### src/rtl/phase_sequencer_pkg.sv
// Shared definitions for the phase sequencer: phase state encoding,
// the halting opcode and the width of the cycle/instruction counters.
package phase_sequencer_pkg;

  // Width of both free-running counters.
  localparam int CNT_W = 16;

  // Opcode that halts the sequencer once its instruction completes.
  localparam logic [3:0] OP_STP = 4'b0111;

  // Raw state codes, kept as plain constants for tools that want them.
  localparam logic [1:0] ST_HALT  = 2'd0;
  localparam logic [1:0] ST_FETCH = 2'd1;
  localparam logic [1:0] ST_EXEC1 = 2'd2;
  localparam logic [1:0] ST_EXEC2 = 2'd3;

  typedef enum logic [1:0] {
    HALT    = ST_HALT,
    S_FETCH = ST_FETCH,
    S_EXEC1 = ST_EXEC1,
    S_EXEC2 = ST_EXEC2
  } state_t;

  // True when the opcode is the halt instruction.
  function automatic logic is_stp(input logic [3:0] op);
    return (op == OP_STP);
  endfunction

endpackage

### src/rtl/phase_sequencer_wrap_counter.sv
// Wrapping up-counter with a synchronous clear that beats the increment.
module wrap_counter #(
  parameter int WIDTH = 16
) (
  input  logic             clk,
  input  logic             rst_n,
  input  logic             clr,
  input  logic             inc,
  output logic [WIDTH-1:0] count
);

  // Clear has priority; otherwise count up and roll over naturally at all-ones.
  always_ff @(posedge clk or negedge rst_n) begin
    if (!rst_n) begin
      count <= '0;
    end else if (clr) begin
      count <= '0;
    end else if (inc) begin
      count <= count + WIDTH'(1);
    end
  end

endmodule

### src/rtl/phase_sequencer.sv
// Instruction phase sequencer: walks FETCH -> EXEC1 -> (EXEC2) per
// instruction, stalling on memory, with run / single-step / stop control
// and cycle and instruction counters.
//
//   state   | meaning
//   --------+-----------------------------------------------------------
//   HALT    | idle; waits for START (free run) or STEP (one instruction)
//   S_FETCH | fetching the opcode; completes on MEM_READY
//   S_EXEC1 | first execute phase; EXTRA selects EXEC2 or completion
//   S_EXEC2 | second execute phase; always completes the instruction
module phase_sequencer
  import phase_sequencer_pkg::*;
(
  input  logic             CLK,
  input  logic             nRESET,
  input  logic             START,
  input  logic             STEP,
  input  logic             STOP,
  input  logic             MEM_READY,
  input  logic             EXTRA,
  input  logic [3:0]       IR,
  input  logic             CLR_CNT,
  output logic             FETCH,
  output logic             EXEC1,
  output logic             EXEC2,
  output logic             IR_LOAD,
  output logic             WAIT,
  output logic             HALTED,
  output logic [CNT_W-1:0] CYCLE_CNT,
  output logic [CNT_W-1:0] INSTR_CNT
);

  state_t state_q;
  state_t state_d;
  logic   step_q;
  logic   step_d;
  logic   stop_pend_q;
  logic   stop_pend_d;

  logic in_halt;
  logic launch;
  logic complete;
  logic halt_req;

  assign in_halt = (state_q == HALT);

  // A simultaneous STOP cancels a START/STEP issued from HALT.
  assign launch = in_halt && (START || STEP) && !STOP;

  // Phase strobes are only high in the cycle the phase actually finishes.
  always_comb begin
    FETCH = (state_q == S_FETCH) && MEM_READY;
    EXEC1 = (state_q == S_EXEC1) && MEM_READY;
    EXEC2 = (state_q == S_EXEC2) && MEM_READY;
    WAIT  = !in_halt && !MEM_READY;
  end

  assign IR_LOAD = FETCH;
  assign HALTED  = in_halt;

  assign complete = (EXEC1 && !EXTRA) || EXEC2;

  // A STOP arriving in the completion cycle itself is honoured at this boundary.
  assign halt_req = is_stp(IR) || step_q || stop_pend_q || STOP;

  // Next-state selection; phases hold while memory is not ready.
  always_comb begin
    state_d = state_q;
    unique case (state_q)
      HALT: begin
        if (launch) state_d = S_FETCH;
      end
      S_FETCH: begin
        if (MEM_READY) state_d = S_EXEC1;
      end
      S_EXEC1: begin
        if (MEM_READY) begin
          if (EXTRA)         state_d = S_EXEC2;
          else if (halt_req) state_d = HALT;
          else               state_d = S_FETCH;
        end
      end
      S_EXEC2: begin
        if (MEM_READY) begin
          if (halt_req) state_d = HALT;
          else          state_d = S_FETCH;
        end
      end
      default: state_d = HALT;
    endcase
  end

  // Single-step mode is latched at launch; STEP wins if both pulses coincide.
  // Pending stop is set outside HALT and dropped on the way back into HALT.
  always_comb begin
    step_d      = step_q;
    stop_pend_d = stop_pend_q;
    if (launch) step_d = STEP;
    if (!in_halt && STOP) stop_pend_d = 1'b1;
    if (!in_halt && (state_d == HALT)) stop_pend_d = 1'b0;
  end

  // Control state registers.
  always_ff @(posedge CLK or negedge nRESET) begin
    if (!nRESET) begin
      state_q     <= HALT;
      step_q      <= 1'b0;
      stop_pend_q <= 1'b0;
    end else begin
      state_q     <= state_d;
      step_q      <= step_d;
      stop_pend_q <= stop_pend_d;
    end
  end

  wrap_counter #(.WIDTH(CNT_W)) u_cycle_cnt (
    .clk   (CLK),
    .rst_n (nRESET),
    .clr   (CLR_CNT),
    .inc   (!in_halt),
    .count (CYCLE_CNT)
  );

  wrap_counter #(.WIDTH(CNT_W)) u_instr_cnt (
    .clk   (CLK),
    .rst_n (nRESET),
    .clr   (CLR_CNT),
    .inc   (complete),
    .count (INSTR_CNT)
  );

endmodule
### config.mk
export PLATFORM = sky130hd
export DESIGN_NAME = phase_sequencer
export DESIGN_NICKNAME = d
export VERILOG_FILES = /design/src/rtl/phase_sequencer_pkg.sv /design/src/rtl/phase_sequencer_wrap_counter.sv /design/src/rtl/phase_sequencer.sv
export SDC_FILE = /design/constraint.sdc
export NUM_CORES = 1
export LEC_CHECK = 0
export BUFFER_PORTS_ARGS = -buffer_cell sky130_fd_sc_hd__buf_2
export CAP_MARGIN = 40
export CORE_UTILIZATION = 44
export DETAILED_ROUTE_END_ITERATION = 8
export GPL_TIMING_DRIVEN = 0
export PLACE_DENSITY_LB_ADDON = 0.25
export REMOVE_ABC_BUFFERS = 1
export SYNTH_ARGS = -nofsm -noshare
export SYNTH_HDL_FRONTEND = slang
export SYNTH_SLANG_ARGS = --single-unit
### constraint.sdc
create_clock -name CLK -period 2.6 [get_ports CLK]
set_clock_uncertainty 0.1 [all_clocks]
set_input_delay 0.78 -clock CLK [delete_from_list [all_inputs] [get_ports CLK]]
set_output_delay 0.78 -clock CLK [all_outputs]
set_load 0.01 [all_outputs]
== Word level (Yosys, flattened, before mapping) ==
Index checks and enable logic that the tools add are counted.
Word-level totals
  register bits: 36
  bits of input ports: 12
  output and inout bits: 38
  word-level logic and storage cells: 47
Operators by class
  add/sub/neg operators: 2
  eq/ne operators: 5
  muxes and demuxes: 13
  reduce and logical (&&, ||, !) cells: 22
Operators with widths (number)
  $mux 16: 4
  $add 16x1->16 const B: 2
  $mux 2: 5
  $logic_and 1x1->1: 9
  $pmux 2 s4: 1
  $logic_or 1x1->1: 5
  $eq 2x2->1 const B: 2
  $eq 4x3->1 const B: 1
  $logic_not 1->1: 4
  $logic_not 2->1: 2
  $reduce_bool 2->1: 2
  $mux 1: 3
  $eq 2x1->1 const B: 1
  $ne 2x2->1 const B: 1

== Logic depth before layout (Yosys ltp) ==
Gate-level depths: netlist of the first run.
  depth in word-level cells: 11
  gate-level depth with buffers: 7
  depth with buffers taken out: 5

== Hierarchy ==
A second synthesis of the first run with hierarchy kept.
Unflattened totals
  cell total of the unflattened synthesis: 192
  area total of the unflattened synthesis: 1989.4 sq um
Modules (own cells, without submodules)
  wrap_counter: times used 2, cells each 82, area an instance 872.1 sq um, sequential area each 400.4 sq um
  phase_sequencer: times used 1, cells each 28, area an instance 245.2 sq um, sequential area each 100.1 sq um

== Least setup slack after synthesis of the first run ==
Ideal clock, no wire load.
  path kind: input-to-reg
  from: input port EXTRA
  to: register u_instr_cnt.count[13]
  setup time: 0.078 ns
  arrival: 2.129 ns
  required time: 2.422 ns
  path slack: 0.293 ns
  stages on the path: 6
  path buffers: 2
  path through: nor2b_4 > buf_6 > or3_4 > buf_6 > or4_1 > a21oi_1
Between the ends
  longest elaborated chain between the ends: 4
RTL lines
  from (decl): line phase_sequencer.sv:20  | input logic EXTRA,
  $logic_not 1->1: line phase_sequencer.sv:61  | assign complete = (EXEC1 && !EXTRA) || EXEC2;
  $logic_and 1x1->1: line phase_sequencer.sv:61
  $logic_or 1x1->1: line phase_sequencer.sv:61
  $reduce_bool 2->1 (no source line)
  to (signal assigned): line phase_sequencer_wrap_counter.sv:19  | count <= count + WIDTH'(1);
  to (decl): line phase_sequencer_wrap_counter.sv:9  | output logic [WIDTH-1:0] count
No other way between the ends.
A chain may end at the register's enable or synchronous reset.

== Worst setup path after layout of the first run ==
  from: register state_q[0]
  to: output port WAIT
Between the ends
  longest elaborated chain between the ends: 3
RTL lines
  from (decl): line phase_sequencer.sv:33  | state_t state_q;
  from (signal assigned): line phase_sequencer.sv:110  | state_q <= state_d;
  $logic_not 2->1: line phase_sequencer.sv:45  | assign in_halt = (state_q == HALT);
  $logic_not 1->1
  $logic_and 1x1->1: line phase_sequencer.sv:55  | WAIT = !in_halt && !MEM_READY;
  to (decl): line phase_sequencer.sv:27  | output logic WAIT,
No other way between the ends.

==> insert_results.sql, run 1 <==
INSERT INTO impl_metrics (metric_group, metric, value, unit) VALUES
('sta', 'max_freq', '428', 'MHz'),
('logic_synthesis', 'synth_area_leader_cell', 'sky130_fd_sc_hd__dfrtp_1', ''),
('sta', 'final_number_of_max_transition_violations', '0', ''),
('detailed_routing', 'totalWireLength', '3.98', 'mm'),
('cells_and_area', 'synthToLayoutAreaGrowth', '19.7', '%'),
('pwr', 'p_leak', '1.03', 'nW'),
('logic_synthesis', 'yosys-top-cells-area', 'sky130_fd_sc_hd__dfrtp_1 (48%), sky130_fd_sc_hd__xnor2_1 (6.1%), sky130_fd_sc_hd__nor2_1 (5.0%)', ''),
('grt', 'grt_pass1_vias', '1382', ''),
('cells_and_area', 'final_area', '0.00224', 'mm^2'),
('place', 'pre_cts_ws', '0.0975', 'ps'),
('cells_and_area', 'diodes', '0', ''),
('place', 'port-buffer-count', '49', ''),
('setup_path', 'cp-end-kind', 'output pin', ''),
('clock_tree', 'post_cts_resize_count', '0', ''),
('grt', 'grt_start_max_net_pins', '37', ''),
('place', 'placedCellCount', '287', ''),
('cells_and_area', 'finish.cell_count_without_fillers', '295', ''),
('logic_synthesis', 'synth-adder-area-share', '0.0134', ''),
('floorplan', 'core_area', '0.00406', 'mm^2'),
('grt', 'grt_first_pass_wirelength', '6.53', 'mm'),
('detailed_routing', 'ant_nets_after_route', '0', ''),
('grt', 'grt.overflow.total', '0', ''),
('logic_synthesis', 'yosysWarnings', '0', ''),
('sta', 'setup_slack', '262', 'ps'),
('clock_tree', 'root_buffer', 'sky130_fd_sc_hd__clkbuf_8', ''),
('detailed_routing', 'avgViaCountPerCell', '5.48', ''),
('setup_path', 'critPathLaunchType', 'register', ''),
('floorplan', 'fp-row-count', '23', ''),
('sta', 'worst_pin_slew', '810', 'ps'),
('logic_synthesis', 'yosys.cell_types.count', '37', ''),
('clock_tree', 'cts_tree', 'built', ''),
('floorplan', 'dieArea', '0.00452', 'mm^2'),
('setup_path', 'criticalPathCategory', 'reg2out', ''),
('flow_run', 'cap_violations', '0', ''),
('clock_tree', 'clkSlewWorstSetupHoldPaths', '70', 'ps'),
('pwr', 'power.ir.vdd_worst', '371', 'uV'),
('sta', 'setup_viol', '0', ''),
('place', 'gp_routability_congestion', '0.741', ''),
('sta', 'timing.setup.tns', '0', 'ps'),
('pwr', 'areal_power_density_over_the_cells', '677', 'mW/mm^2'),
('sta', 'finalCriticalPeriod', '2340', 'ps'),
('place', 'placement.cell_area', '0.00212', 'mm^2'),
('place', 'place.detailed.hpwl', '2.72', 'mm'),
('clock_tree', 'numClockSinks', '36', ''),
('clock_tree', 'clkLatencyLatePin', '290', 'ps'),
('cells_and_area', 'layout_cell_share_with_drive_strength_beyond_1', '0.265', ''),
('floorplan', 'start_util', '0.462', ''),
('status', 'outcome', 'complete, no violations', ''),
('logic_synthesis', 'synthesis.instances', '198', ''),
('grt', 'grt_antenna_before_repair', '0', ''),
('detailed_routing', 'routed-via-count', '1616', ''),
('floorplan', 'io_pins', '50', ''),
('logic_synthesis', 'mappedNetlistArea', '0.00187', 'mm^2'),
('detailed_routing', 'drt-pass1-iter-count', '5', ''),
('sta', 'grt_setup_unrepaired', 'no', ''),
('floorplan', 'fp.dieH', '67.2', 'um'),
('logic_synthesis', 'syn-mean-instance-area', '9.46', 'um^2'),
('clock_tree', 'ctsHoldBuffers', '0', ''),
('cells_and_area', 'final_nets', '258', ''),
('clock_tree', 'postCtsSetupRepairBufs', '0', ''),
('logic_synthesis', 'post_synthesis_compound_gate_area_fraction', '0.110', ''),
('cells_and_area', 'post-route-util', '0.553', ''),
('logic_synthesis', 'dominant_combinational_cell_family_by_area_after_synthesis', 'simple AND/OR/NAND/NOR gates', ''),
('logic_synthesis', 'synth_sequential_area_ratio', '0.481', ''),
('detailed_routing', 'routed_wirelength_normalized_by_instance_count', '13.5', 'um'),
('logic_synthesis', 'synth_simple_gate_area_share', '0.259', ''),
('grt', 'global_route_usage_over_all_layers', '0.198', ''),
('floorplan', 'fp.dieW', '67.2', 'um'),
('sta', 'worst_rel_slew_slack', '0.460', ''),
('worst_hold_path', 'hp-class', 'reg2reg', ''),
('logic_synthesis', 'postSynthRegisterBits', '36', '');
==> power breakdown <==
| group | internal, mW | switching, mW |
|---|---|---|
| combinational | 0.119 | 0.176 |
| sequential | 0.610 | 0.0759 |
| clock | 0.338 | 0.198 |
==> critical path: cells and delay by family, from the launching register on <==
kind	cells	cell delay (ps)
buffers and inverters	2	240
AND/OR/NAND/NOR	2	450
flip-flops	1	480
==> sequential cells by signal (all words and copies together) (netlist names) <==
name and cells:
u_cycle_cnt.count 16, step_q 1, u_instr_cnt.count 16, stop_pend_q 1, state_q 2
==> layout by cell type (no fill, tap or decap), types with 7 or more instances in the layout <==
cell and count:
sky130_fd_sc_hd__nand3_1 8, sky130_fd_sc_hd__dfrtp_1 36, sky130_fd_sc_hd__buf_2 49, sky130_fd_sc_hd__nand4_1 7, sky130_fd_sc_hd__a21oi_1 15, sky130_fd_sc_hd__o21ai_0 7
sky130_fd_sc_hd__nor2_1 25, sky130_fd_sc_hd__nand2_1 15, sky130_fd_sc_hd__clkbuf_8 7, sky130_fd_sc_hd__xnor2_1 13
==> final cells by class <==
cell class,instances,area [um^2]
fill,391,1820
clock inverter,1,30.0
timing repair buffer,49,245
tap,50,62.6
multi-input combinational,146,885
sequential,36,901
clock buffer,7,96.3
inverter,6,22.5
==> metal layers <==
| metal | up-vias | track usage | part of all wire |
|---|---|---|---|
| met5 | - | 0 | 0 |
| met4 | 0 | 0.0718 | 0.014 |
| met3 | 5 | 0.0676 | 0.050 |
| met2 | 53 | 0.281 | 0.45 |
| met1 | 760 | 0.279 | 0.49 |
| li1 | 798 | - | - |
==> path summary, 6_finish.rpt <==
path,startpoint,end,slack [ps],cells after the start
worst max-delay path,state_q[0],WAIT,260,4
worst min-delay path,step_q,step_q,410,1
worst max register to register,state_q[1],u_instr_cnt.count[15],520,4
worst min register to register,step_q,step_q,410,1
max in group asynchronous,nRESET,u_instr_cnt.count[6],1400,1
min in group asynchronous,nRESET,u_instr_cnt.count[10],480,1
==> cells in the mapped netlist (2+ instances only) <==
cell                        n
sky130_fd_sc_hd__dfrtp_1   36
sky130_fd_sc_hd__nor2_1    25
sky130_fd_sc_hd__a21oi_1   15
sky130_fd_sc_hd__nand2_1   15
sky130_fd_sc_hd__xnor2_1   13
sky130_fd_sc_hd__nand3_1    8
sky130_fd_sc_hd__nand4_1    7
sky130_fd_sc_hd__o21ai_0    7
sky130_fd_sc_hd__inv_1      6
sky130_fd_sc_hd__nor3_1     6
sky130_fd_sc_hd__nor4_1     6
sky130_fd_sc_hd__o31ai_1    6
sky130_fd_sc_hd__or3_1      6
sky130_fd_sc_hd__or4_1      6
sky130_fd_sc_hd__xor2_1     5
sky130_fd_sc_hd__clkbuf_1   4
sky130_fd_sc_hd__buf_6      3
sky130_fd_sc_hd__or2_2      3
sky130_fd_sc_hd__ha_1       2
sky130_fd_sc_hd__or3_4      2
==> logic make-up (layout without fill, tap and decap cells) <==
kind of cell             Yosys count  count (layout)
AO/OA/AOI/OAI                     34              34
multiplexers                       1               1
flip-flops                        36              36
adder cells (fa/ha/maj)            2               2
AND/OR/NAND/NOR                   91              91
buffers and inverters             16              63
XOR/XNOR                          18              18
(Power assumes the default switching activity.)
==> run 2, diff against run 1 <==
--- a/config.mk
+++ b/config.mk
@@ -7,7 +7,9 @@
 export LEC_CHECK = 0
 export BUFFER_PORTS_ARGS = -buffer_cell sky130_fd_sc_hd__buf_2
 export CAP_MARGIN = 40
+export CORE_MARGIN = 3
 export CORE_UTILIZATION = 44
+export CTS_BUF_LIST = sky130_fd_sc_hd__clkbuf_8
 export DETAILED_ROUTE_END_ITERATION = 8
 export GPL_TIMING_DRIVEN = 0
 export PLACE_DENSITY_LB_ADDON = 0.25
==> insert_results.sql, run 2 (synthesis results as in run 1) <==
INSERT INTO impl_metrics (metric_group, metric, value, unit) VALUES
('detailed_routing', 'ant_nets_after_route', '0', ''),
('clock_tree', 'root_buffer', 'sky130_fd_sc_hd__clkbuf_8', ''),
('setup_path', 'worst_endpoint_data_arrival_time', '1460', 'ps'),
('pwr', 'p_leak', '1.01', 'nW'),
('setup_path', 'register_to_register_setup_slack', '560', 'ps'),
('floorplan', 'start_util', '0.462', ''),
('grt', 'grt_pass1_vias', '1474', ''),
('worst_hold_path', 'min_delay_worst_endpoint', 'step_q', ''),
('status', 'outcome', 'complete, no violations', ''),
('sta', 'setup_viol', '0', ''),
('setup_path', 'r2r_cells', '4', ''),
('floorplan', 'fp-row-count', '23', ''),
('detailed_routing', 'drt-pass1-iter-count', '4', ''),
('grt', 'grt_start_max_net_pins', '37', ''),
('cells_and_area', 'reg_top3', 'u_cycle_cnt.count x16, u_instr_cnt.count x16, state_q x2', ''),
('clock_tree', 'numClockSinks', '36', ''),
('floorplan', 'fp.dieW', '71.2', 'um'),
('setup_path', 'critPathLaunchType', 'register', ''),
('clock_tree', 'max-clock-path-buffers', '2', ''),
('clock_tree', 'clkLatencyLatePin', '290', 'ps'),
('cells_and_area', 'final-seq-area', '901', 'um^2'),
('sta', 'worst_rel_slew_slack', '0.459', ''),
('setup_path', 'timing.critical_path.required', '1720', 'ps'),
('sta', 'worst_pin_slew', '812', 'ps'),
('place', 'port-buffer-count', '49', ''),
('sta', 'timing.final.hold_violations', '0', ''),
('detailed_routing', 'routed-via-count', '1566', ''),
('place', 'gp_routability_congestion', '0.730', ''),
('setup_path', 'slowest_cell_delay_on_critical_path', '490', 'ps'),
('detailed_routing', 'totalWireLength', '3.96', 'mm'),
('grt', 'grt_first_pass_wirelength', '6.72', 'mm'),
('sta', 'max_freq', '426', 'MHz'),
('floorplan', 'io_pins', '50', ''),
('pwr', 'fin_total_pwr', '1.35', 'mW'),
('sta', 'hold_ws', '411', 'ps'),
('clock_tree', 'cts_htree_levels', '2', ''),
('cells_and_area', 'commonest_non_fill_non_tap_cell_in_the_layout', 'sky130_fd_sc_hd__buf_2', ''),
('clock_tree', 'ctsHoldBuffers', '0', ''),
('grt', 'grt_antenna_before_repair', '0', ''),
('worst_hold_path', 'worst_hold_start', 'step_q', ''),
('detailed_routing', 'detailedRoute.firstIterationViolations', '80', ''),
('clock_tree', 'postCtsSetupRepairBufs', '0', ''),
('detailed_routing', 'routed_wirelength_normalized_by_instance_count', '13.5', 'um'),
('setup_path', 'cp-end-kind', 'output pin', ''),
('sta', 'finalCriticalPeriod', '2340', 'ps'),
('clock_tree', 'post_cts_resize_count', '0', ''),
('place', 'place.detailed.hpwl', '2.78', 'mm'),
('floorplan', 'core_area', '0.00406', 'mm^2'),
('sta', 'timing.final.crit_share', '0.902', ''),
('sta', 'grt_setup_unrepaired', 'no', ''),
('setup_path', 'timing.critical_path.cells', 'or2_2, inv_1, nor2_1, buf_2', ''),
('worst_hold_path', 'timing.hold.worst_path_depth', '1', ''),
('setup_path', 'critical_path.reg2reg.endpoint', 'u_instr_cnt.count[13]', ''),
('clock_tree', 'cts_inserted_buffers', '5', ''),
('cells_and_area', 'number_of_fillers_in_the_final_layout', '369', ''),
('pwr', 'power.ir.vdd_worst', '424', 'uV'),
('flow_run', 'cap_violations', '0', ''),
('detailed_routing', 'drc_errors', '0', ''),
('clock_tree', 'clkSlewWorstSetupHoldPaths', '70', 'ps'),
('setup_path', 'critical_path.slowest_cell', 'sky130_fd_sc_hd__dfrtp_1', ''),
('cells_and_area', 'layout_cell_share_with_drive_strength_beyond_1', '0.258', ''),
('cells_and_area', 'final_nets', '258', ''),
('pwr', 'areal_power_density_over_the_cells', '613', 'mW/mm^2'),
('setup_path', 'critPathMaxFanout', '9', ''),
('grt', 'global_route_usage_over_all_layers', '0.166', ''),
('sta', 'final_number_of_max_transition_violations', '0', ''),
('clock_tree', 'cts_tree', 'built', ''),
('cells_and_area', 'final_cell_mix', 'sky130_fd_sc_hd__buf_2 (49), sky130_fd_sc_hd__dfrtp_1 (36), sky130_fd_sc_hd__nor2_1 (25)', ''),
('detailed_routing', 'avgViaCountPerCell', '5.33', ''),
('cells_and_area', 'diodes', '0', ''),
('floorplan', 'fp.dieH', '71.2', 'um'),
('cells_and_area', 'multi_input_comb_area', '885', 'um^2'),
('floorplan', 'dieArea', '0.00508', 'mm^2'),
('setup_path', 'criticalPathCategory', 'reg2out', ''),
('worst_hold_path', 'hp-class', 'reg2reg', ''),
('grt', 'grt.overflow.total', '0', ''),
('cells_and_area', 'synthToLayoutAreaGrowth', '17.1', '%'),
('setup_path', 'r2r-start', 'state_q[1]', '');
[run 2: worst max path at each step]
stage | startpoint | end | slack [ps] | cells past startpoint
floorplan | MEM_READY | u_instr_cnt.count[13] | 420 | 4
global placement | CLR_CNT | u_cycle_cnt.count[15] | 20 | 5
detailed placement | CLR_CNT | u_cycle_cnt.count[15] | -9 | 5
CTS | state_q[0] | WAIT | 250 | 4
global route | MEM_READY | EXEC2 | 150 | 4
finish | state_q[0] | WAIT | 260 | 4
[run 2: through the flow]
stage | instances | TNS (ps) | instance area (um^2) | setup slack, ps | utilization
global route | 294 | 0 | 2190 | 149 | 0.541
CTS | 294 | 0 | 2190 | 252 | 0.541
detailed placement | 287 | -8.69 | 2120 | -8.69 | 0.521
floorplan | 188 | 0 | 1810 | 417 | -
global placement | 287 | 0 | 2120 | 18.0 | 0.521
finish | 294 | 0 | 2190 | 255 | 0.541
[run 2: area by class of cell]
class,count,area share
tap,50,0.0285
timing repair buffer,49,0.112
clock buffer,5,0.0314
clock inverter,2,0.00399
multi-input combinational,146,0.403
inverter,6,0.0103
sequential,36,0.411
[run 2: power by group]
| group | switching (mW) | internal, mW | total (mW) | leakage, nW |
|---|---|---|---|---|
| sequential | 0.0765 | 0.610 | 0.686 | 0.492 |
| clock | 0.190 | 0.178 | 0.368 | 0.0452 |
| combinational | 0.173 | 0.118 | 0.291 | 0.469 |
| total | 0.439 | 0.906 | 1.35 | 1.01 |
[run 2: layer usage]
metal	vias up	track usage	wire, um
li1	794	-	-
met1	727	0.226	1890
met2	39	0.257	1790
met3	6	0.0505	234
met4	0	0.0501	51
met5	-	0	0
[run 2: worst max-delay path: cells and delay by family, from the launching register on]
kind	cells	cell delay, ps
buf+inv	2	240
flops	1	490
simple gates	2	450
